$ cat src/rtl/booth_seq_multiplier.sv
// Sequential radix-4 Booth multiplier for floating-point significands.
// Retires one Booth digit per clock; the result is held until the consumer takes it.
module booth_seq_multiplier #(
    parameter int MANT_W = 23,
    parameter int HIDDEN = 1
) (
    input  logic                            clk,
    input  logic                            rst_n,
    input  logic                            in_valid,
    output logic                            in_ready,
    input  logic [MANT_W-1:0]               a_frac,
    input  logic [MANT_W-1:0]               b_frac,
    output logic                            out_valid,
    input  logic                            out_ready,
    output logic [2*(MANT_W+HIDDEN)-1:0]    product,
    output logic                            norm_hi
);
    localparam int N      = MANT_W + HIDDEN;
    localparam int NDIG   = N / 2 + 1;
    localparam int ACC_W  = 2 * N + 2;
    localparam int MULT_W = 2 * NDIG + 1;
    localparam int CNT_W  = $clog2(NDIG) + 1;

    typedef enum logic [1:0] {S_IDLE, S_BUSY, S_DONE} state_t;

    state_t              r_state;
    state_t              w_state_next;
    logic [N-1:0]        w_a_sig;
    logic [N-1:0]        w_b_sig;
    logic [ACC_W-1:0]    r_mcand;
    logic [MULT_W-1:0]   r_mult;
    logic [ACC_W-1:0]    r_acc;
    logic [CNT_W-1:0]    r_cnt;
    logic [2*N-1:0]      r_prod;
    logic [ACC_W-1:0]    w_pp;
    logic [ACC_W-1:0]    w_acc_next;
    logic                w_accept;
    logic                w_last;

    generate
        if (HIDDEN != 0) begin : g_hidden
            assign w_a_sig = {1'b1, a_frac};
            assign w_b_sig = {1'b1, b_frac};
        end else begin : g_plain
            assign w_a_sig = a_frac;
            assign w_b_sig = b_frac;
        end
    endgenerate

    assign w_accept = in_valid && (r_state == S_IDLE);
    assign w_last   = (r_state == S_BUSY) && (r_cnt == CNT_W'(NDIG - 1));

    always_ff @(posedge clk or negedge rst_n) begin
        if (!rst_n) begin
            r_state <= S_IDLE;
        end else begin
            r_state <= w_state_next;
        end
    end

    always_comb begin
        w_state_next = r_state;
        case (r_state)
            S_IDLE:  if (in_valid)  w_state_next = S_BUSY;
            S_BUSY:  if (w_last)    w_state_next = S_DONE;
            S_DONE:  if (out_ready) w_state_next = S_IDLE;
            default: w_state_next = S_IDLE;
        endcase
    end

    always_comb begin
        in_ready  = (r_state == S_IDLE);
        out_valid = (r_state == S_DONE);
    end

    // r_mult[2:0] is always {y[2i+1], y[2i], y[2i-1]} of the digit being retired.
    always_comb begin
        case (r_mult[2:0])
            3'b001, 3'b010: w_pp = r_mcand;
            3'b011:         w_pp = r_mcand << 1;
            3'b100:         w_pp = -(r_mcand << 1);
            3'b101, 3'b110: w_pp = -r_mcand;
            default:        w_pp = '0;
        endcase
    end

    assign w_acc_next = r_acc + w_pp;

    // Multiplicand bits shifted past the top are dropped: the sum is exact modulo
    // 2^ACC_W and the true product fits, so the low 2N bits come out exact.
    always_ff @(posedge clk or negedge rst_n) begin
        if (!rst_n) begin
            r_mcand <= '0;
            r_mult  <= '0;
            r_acc   <= '0;
            r_cnt   <= '0;
            r_prod  <= '0;
        end else if (w_accept) begin
            r_mcand <= {{(ACC_W - N){1'b0}}, w_a_sig};
            r_mult  <= {{(MULT_W - N - 1){1'b0}}, w_b_sig, 1'b0};
            r_acc   <= '0;
            r_cnt   <= '0;
        end else if (r_state == S_BUSY) begin
            r_acc   <= w_acc_next;
            r_mcand <= r_mcand << 2;
            r_mult  <= r_mult >> 2;
            r_cnt   <= r_cnt + CNT_W'(1);
            if (w_last) begin
                r_prod <= w_acc_next[2*N-1:0];
            end
        end
    end

    assign product = r_prod;
    assign norm_hi = r_prod[2*N-1];

endmodule
$ cat config.mk
export PLATFORM = sky130hd
export DESIGN_NAME = booth_seq_multiplier
export DESIGN_NICKNAME = d
export VERILOG_FILES = /design/src/rtl/booth_seq_multiplier.sv
export SDC_FILE = /design/constraint.sdc
export NUM_CORES = 1
export LEC_CHECK = 0
export BUFFER_PORTS_ARGS = -buffer_cell sky130_fd_sc_hd__buf_4
export CORE_MARGIN = 2
export CORE_UTILIZATION = 55
export DETAILED_ROUTE_END_ITERATION = 6
export PLACE_DENSITY = 0.8
export SLEW_MARGIN = 5
export SYNTH_ARGS = -nofsm -noshare
export SYNTH_HDL_FRONTEND = slang
export SYNTH_SLANG_ARGS = --single-unit
$ cat constraint.sdc
create_clock -name clk -period 4.6 [get_ports clk]
set_input_delay 0.69 -clock clk [delete_from_list [all_inputs] [get_ports clk]]
set_output_delay 0.69 -clock clk [all_outputs]
set_load 0.005 [all_outputs]
==> metrics list <==
* Run status: complete, but fails checks
- Violations in the final reports: DRC, setup timing
* Count of input and output buffers: 100
* Fraction of registers with async set or reset after synthesis: 1.00
* Final Cycle Share: 1.12
- In this run the cell area measured after placement is approximately 14000 µm².
* Die area: 23500 µm²
* Clk sink count: 176
- Via count of the first global-routing pass: 12200
- CP Class: flip-flop to flip-flop
- # IOs: slightly above 100
- Antenna violations before repair: 1
* Origin of the worst setup path: r_mcand[0]
* Max Transition Viols Final: 0
- For this run, the total global-route usage over all layers was measured as 0.326.
- Source-to-sink clock delay at the later pin of the worst-skew pair: approximately 0.45 ns
- In the routed layout, each cell is associated on average with a via count of around 6.3.
- 0 antenna diodes ended up in the layout.
* Crit path required time: 4.89 ns
- Nets@finish: 1805
- In the global route stage, met2 resource usage came out at 0.513.
* Clock-pin slew of the registers on the worst-case setup and hold paths: 0.08 ns
- The initialized floorplan defines 54 standard-cell rows.
- Cts bufs inserted: 17
- After floorplanning, the core was sized to cover ~22000 µm².
- After detailed routing, the total wire length is 40.2 mm.
- Slowest cell on the critical path: sky130_fd_sc_hd__or4_4
* Detailed-placement wirelength estimate: 26.2 mm
- Register area share after synthesis: 0.359
- Data arrival time of the critical path: around 5.4 ns
- CTS placed an instance of sky130_fd_sc_hd__clkbuf_16 at the clock tree root.
- Worst-margin pin slew: 0.966 ns
- Of the post-synthesis cell area, the dominant cell type holds 0.359.
- Summed instance area of the synthesized netlist: ~12000 µm²
* Flip-flop and latch count after synthesis: 176
- During synthesis, Yosys emitted a total of 0 warnings.
- Setup slack after layout: -0.543 ns
* Buffers plus inverters on the worst setup path: 1
- The first global-routing pass estimated 62.5 mm of wire.
* Achievable clock frequency: 194 MHz
* Met1 Track Usage GR: 0.451
- Setup repair after global routing missed its margin: yes
- Measured against its own limit, the worst slew margin works out to 0.354.
- Number of flops mapped to enable cells by yosys: 0
* Share of layout cells above drive strength 1: 0.294
* Largest stage delay on the critical path: between 0.4 and 0.5 ns
* CTS tree: done
- Top delay family on crit path: simple AND/OR/NAND/NOR gates
- Met3 usage: 0.0584
- Fill cell count: 1583
- Predominant post-synthesis flop cell: sky130_fd_sc_hd__dfrtp_1
* Type of the tightest min-delay check: primary input to asynchronous set/reset pin
- Relative to the synthesized area, the layout overhead comes to 30.5%.
- Flop2flop setup slack: -0.54 ns
* Reg-to-Reg End: product[44]
- Residual DRC: 1
- Measured along the x axis, the die boundary spans 153 µm.
* Violation count after the first detailed-route iteration: about 1500
- The total overflow left after global routing is 0.
- Max Fanout on Critical Path: 4
* Area contributors post-synth: sky130_fd_sc_hd__dfrtp_1, sky130_fd_sc_hd__nand2_1, sky130_fd_sc_hd__o21ai_0, sky130_fd_sc_hd__ha_1, sky130_fd_sc_hd__xnor2_1
- Commonest cells in the netlist: sky130_fd_sc_hd__nand2_1, sky130_fd_sc_hd__dfrtp_1, sky130_fd_sc_hd__o21ai_0
- Post-route antenna net violation count: 0
- In this run the deepest clock path goes through 2 buffers.
* Chip height: 153 µm
* Final Hold Violating Endpoints: 0
- On the final layout, the worst clock skew is 0.0154 ns.
* Worst R2R Start: r_mcand[0]
- After synthesis, the mean cell area works out to 8.16 µm².
- For this configuration, the core starts out at a cell density of 0.560.
- The H-tree generated during clock tree synthesis spans 4 levels.
- Multi-input gate area: 8080 µm²
- Count of mapped cells out of synthesis: between 1500 and 2000
- STA classifies the critical path endpoint as a flip-flop.
- Max-cap violations: 0
- Drt wl/cell: 20.1 µm
- Count of distinct cell types in the synthesized netlist: 75
- Highest-utilization routing layer at the global route stage: met2
- Post-layout minimum cycle time: 5.14 ns
* Dominant cell type by area after synthesis: sky130_fd_sc_hd__dfrtp_1
- Post-synth net total: 1605
- Setup violations remaining at the end of the flow were counted as 58.
- The finished cells cover 16000 µm².
- Gpl congestion: 0.970
- In the final layout, flip-flops and latches occupy 4410 µm².
- Type of element launching the critical path: flip-flop
- Traced cell by cell, the critical path runs through inv_2 -> ha_4 -> or3b_4 -> or4_4 -> or4_4 -> or3_4 -> nor2_4 -> xnor2_2 -> mux2i_1 -> a2bb2oi_2 -> a21oi_2 -> ha_4 -> a21oi_4 -> o211ai_1 -> a211o_1 -> a31o_4 -> a31oi_4 -> a211oi_4 -> a31oi_1 -> xor2_1 -> o21ai_1.
* Vias post-DR: 12700
- For the worst flop-to-flop path, the logic depth is 21.
* Maximum number of pins on one net before global-route repair: 80
- For this run, the detailed router's first-pass iteration total came to 7.
- Among all cell types in the netlist, the one instantiated most often is sky130_fd_sc_hd__nand2_1.
==> cell usage in the layout, fill, tap and decap left out, types with 7 or more instances in the layout <==
| master | count |
|---|---|
| sky130_fd_sc_hd__buf_6 | 14 |
| sky130_fd_sc_hd__a22oi_1 | 58 |
| sky130_fd_sc_hd__dfrtp_1 | 175 |
| sky130_fd_sc_hd__a221oi_1 | 15 |
| sky130_fd_sc_hd__a31oi_1 | 13 |
| sky130_fd_sc_hd__a22o_1 | 13 |
| sky130_fd_sc_hd__clkbuf_16 | 17 |
| sky130_fd_sc_hd__a21o_1 | 28 |
| sky130_fd_sc_hd__o21ai_0 | 117 |
| sky130_fd_sc_hd__mux2_2 | 17 |
| sky130_fd_sc_hd__ha_1 | 45 |
| sky130_fd_sc_hd__o31ai_1 | 8 |
| sky130_fd_sc_hd__nand2b_1 | 13 |
| sky130_fd_sc_hd__mux2i_1 | 10 |
| sky130_fd_sc_hd__o21ai_2 | 9 |
| sky130_fd_sc_hd__xnor2_2 | 11 |
| sky130_fd_sc_hd__nand4_1 | 11 |
| sky130_fd_sc_hd__clkinv_8 | 7 |
| sky130_fd_sc_hd__a21oi_2 | 10 |
| sky130_fd_sc_hd__nand3_1 | 48 |
| sky130_fd_sc_hd__xor2_1 | 32 |
| sky130_fd_sc_hd__inv_1 | 17 |
| sky130_fd_sc_hd__o21ai_1 | 44 |
| sky130_fd_sc_hd__xnor2_1 | 52 |
| sky130_fd_sc_hd__buf_4 | 304 |
| sky130_fd_sc_hd__nor2_1 | 45 |
| sky130_fd_sc_hd__a21oi_1 | 59 |
| sky130_fd_sc_hd__nor3_1 | 16 |
| sky130_fd_sc_hd__nand2_1 | 282 |
| sky130_fd_sc_hd__or3_1 | 9 |
| sky130_fd_sc_hd__nor4_1 | 10 |
==> registers in the layout (all words and copies together) (netlist names) <==
register and count:
r_state 2, r_cnt 5, r_mcand 48, r_acc 48, r_mult 25, product 48
==> worst register-to-register path, stage by stage (launching register included) <==
cell and delay, ns:
sky130_fd_sc_hd__dfrtp_1 0.40, sky130_fd_sc_hd__inv_2 0.09, sky130_fd_sc_hd__ha_4 0.14, sky130_fd_sc_hd__or3b_4 0.37, sky130_fd_sc_hd__or4_4 0.43, sky130_fd_sc_hd__or4_4 0.47
sky130_fd_sc_hd__or3_4 0.39, sky130_fd_sc_hd__nor2_4 0.12, sky130_fd_sc_hd__xnor2_2 0.12, sky130_fd_sc_hd__mux2i_1 0.11, sky130_fd_sc_hd__a2bb2oi_2 0.16, sky130_fd_sc_hd__a21oi_2 0.27
sky130_fd_sc_hd__ha_4 0.27, sky130_fd_sc_hd__a21oi_4 0.17, sky130_fd_sc_hd__o211ai_1 0.11, sky130_fd_sc_hd__a211o_1 0.26, sky130_fd_sc_hd__a31o_4 0.24, sky130_fd_sc_hd__a31oi_4 0.18
sky130_fd_sc_hd__a211oi_4 0.08, sky130_fd_sc_hd__a31oi_1 0.23, sky130_fd_sc_hd__xor2_1 0.27, sky130_fd_sc_hd__o21ai_1 0.09
==> per-stage QoR <==
step	instances	TNS [ns]	util	hold slack [ns]	setup WS, ns
2_1_floorplan	1504	-8.10	-	0.394	-0.330
3_3_place_gp	1941	-11.62	0.658	0.459	-0.427
5_1_grt	1997	-27.10	0.731	0.333	-0.662
3_5_place_dp	1941	-16.80	0.658	0.464	-0.485
4_1_cts	1985	-7.97	0.706	0.305	-0.303
6_report	1997	-19.96	0.731	0.267	-0.543
==> logic make-up (layout without fill, tap and decap cells) <==
logic type | Yosys count | after routing | synth area share
mux | 28 | 28 | 0.0247
fa+ha+maj | 51 | 51 | 0.0526
compound gates | 457 | 457 | 0.236
simple gates | 528 | 528 | 0.201
flops | 176 | 176 | 0.359
buf+inv | 157 | 370 | 0.0505
xor+xnor | 107 | 107 | 0.0764
==> what timing repair did <==
item / in CTS / in global routing
setup endpoints to repair: 58 / 67
setup buffers: 14 / 13
hold buffers: 0 / 0
resized for setup: 75 / 97
pin swaps: 35 / 32
==> cell type report <==
cell class / instances / share of cell area
Tap cell: 280 / 0.0219
Timing Repair Buffer: 319 / 0.154
Clock buffer: 17 / 0.0266
Multi-Input combinational cell: 1171 / 0.505
Inverter: 19 / 0.00446
Sequential cell: 176 / 0.275
Clock inverter: 15 / 0.0134
==> how the worst max path moves through the flow <==
stage                  endpoint  depth (start not counted)  slack, ns
floorplan           product[45]                         22      -0.33
global placement    product[42]                         20      -0.43
detailed placement  product[42]                         20      -0.49
CTS                 product[42]                         21      -0.30
global route        product[44]                         21      -0.66
finish              product[44]                         21      -0.54
==> per-layer routing <==
metal,vias to the layer above,wire (µm)
met3,132,3720
met2,716,18700
met1,6064,16400
met5,-,12
met4,2,1330
li1,5757,-
Power is not shown: default switching activity piles up to over one toggle a cycle in this logic, so the estimate is an artifact.
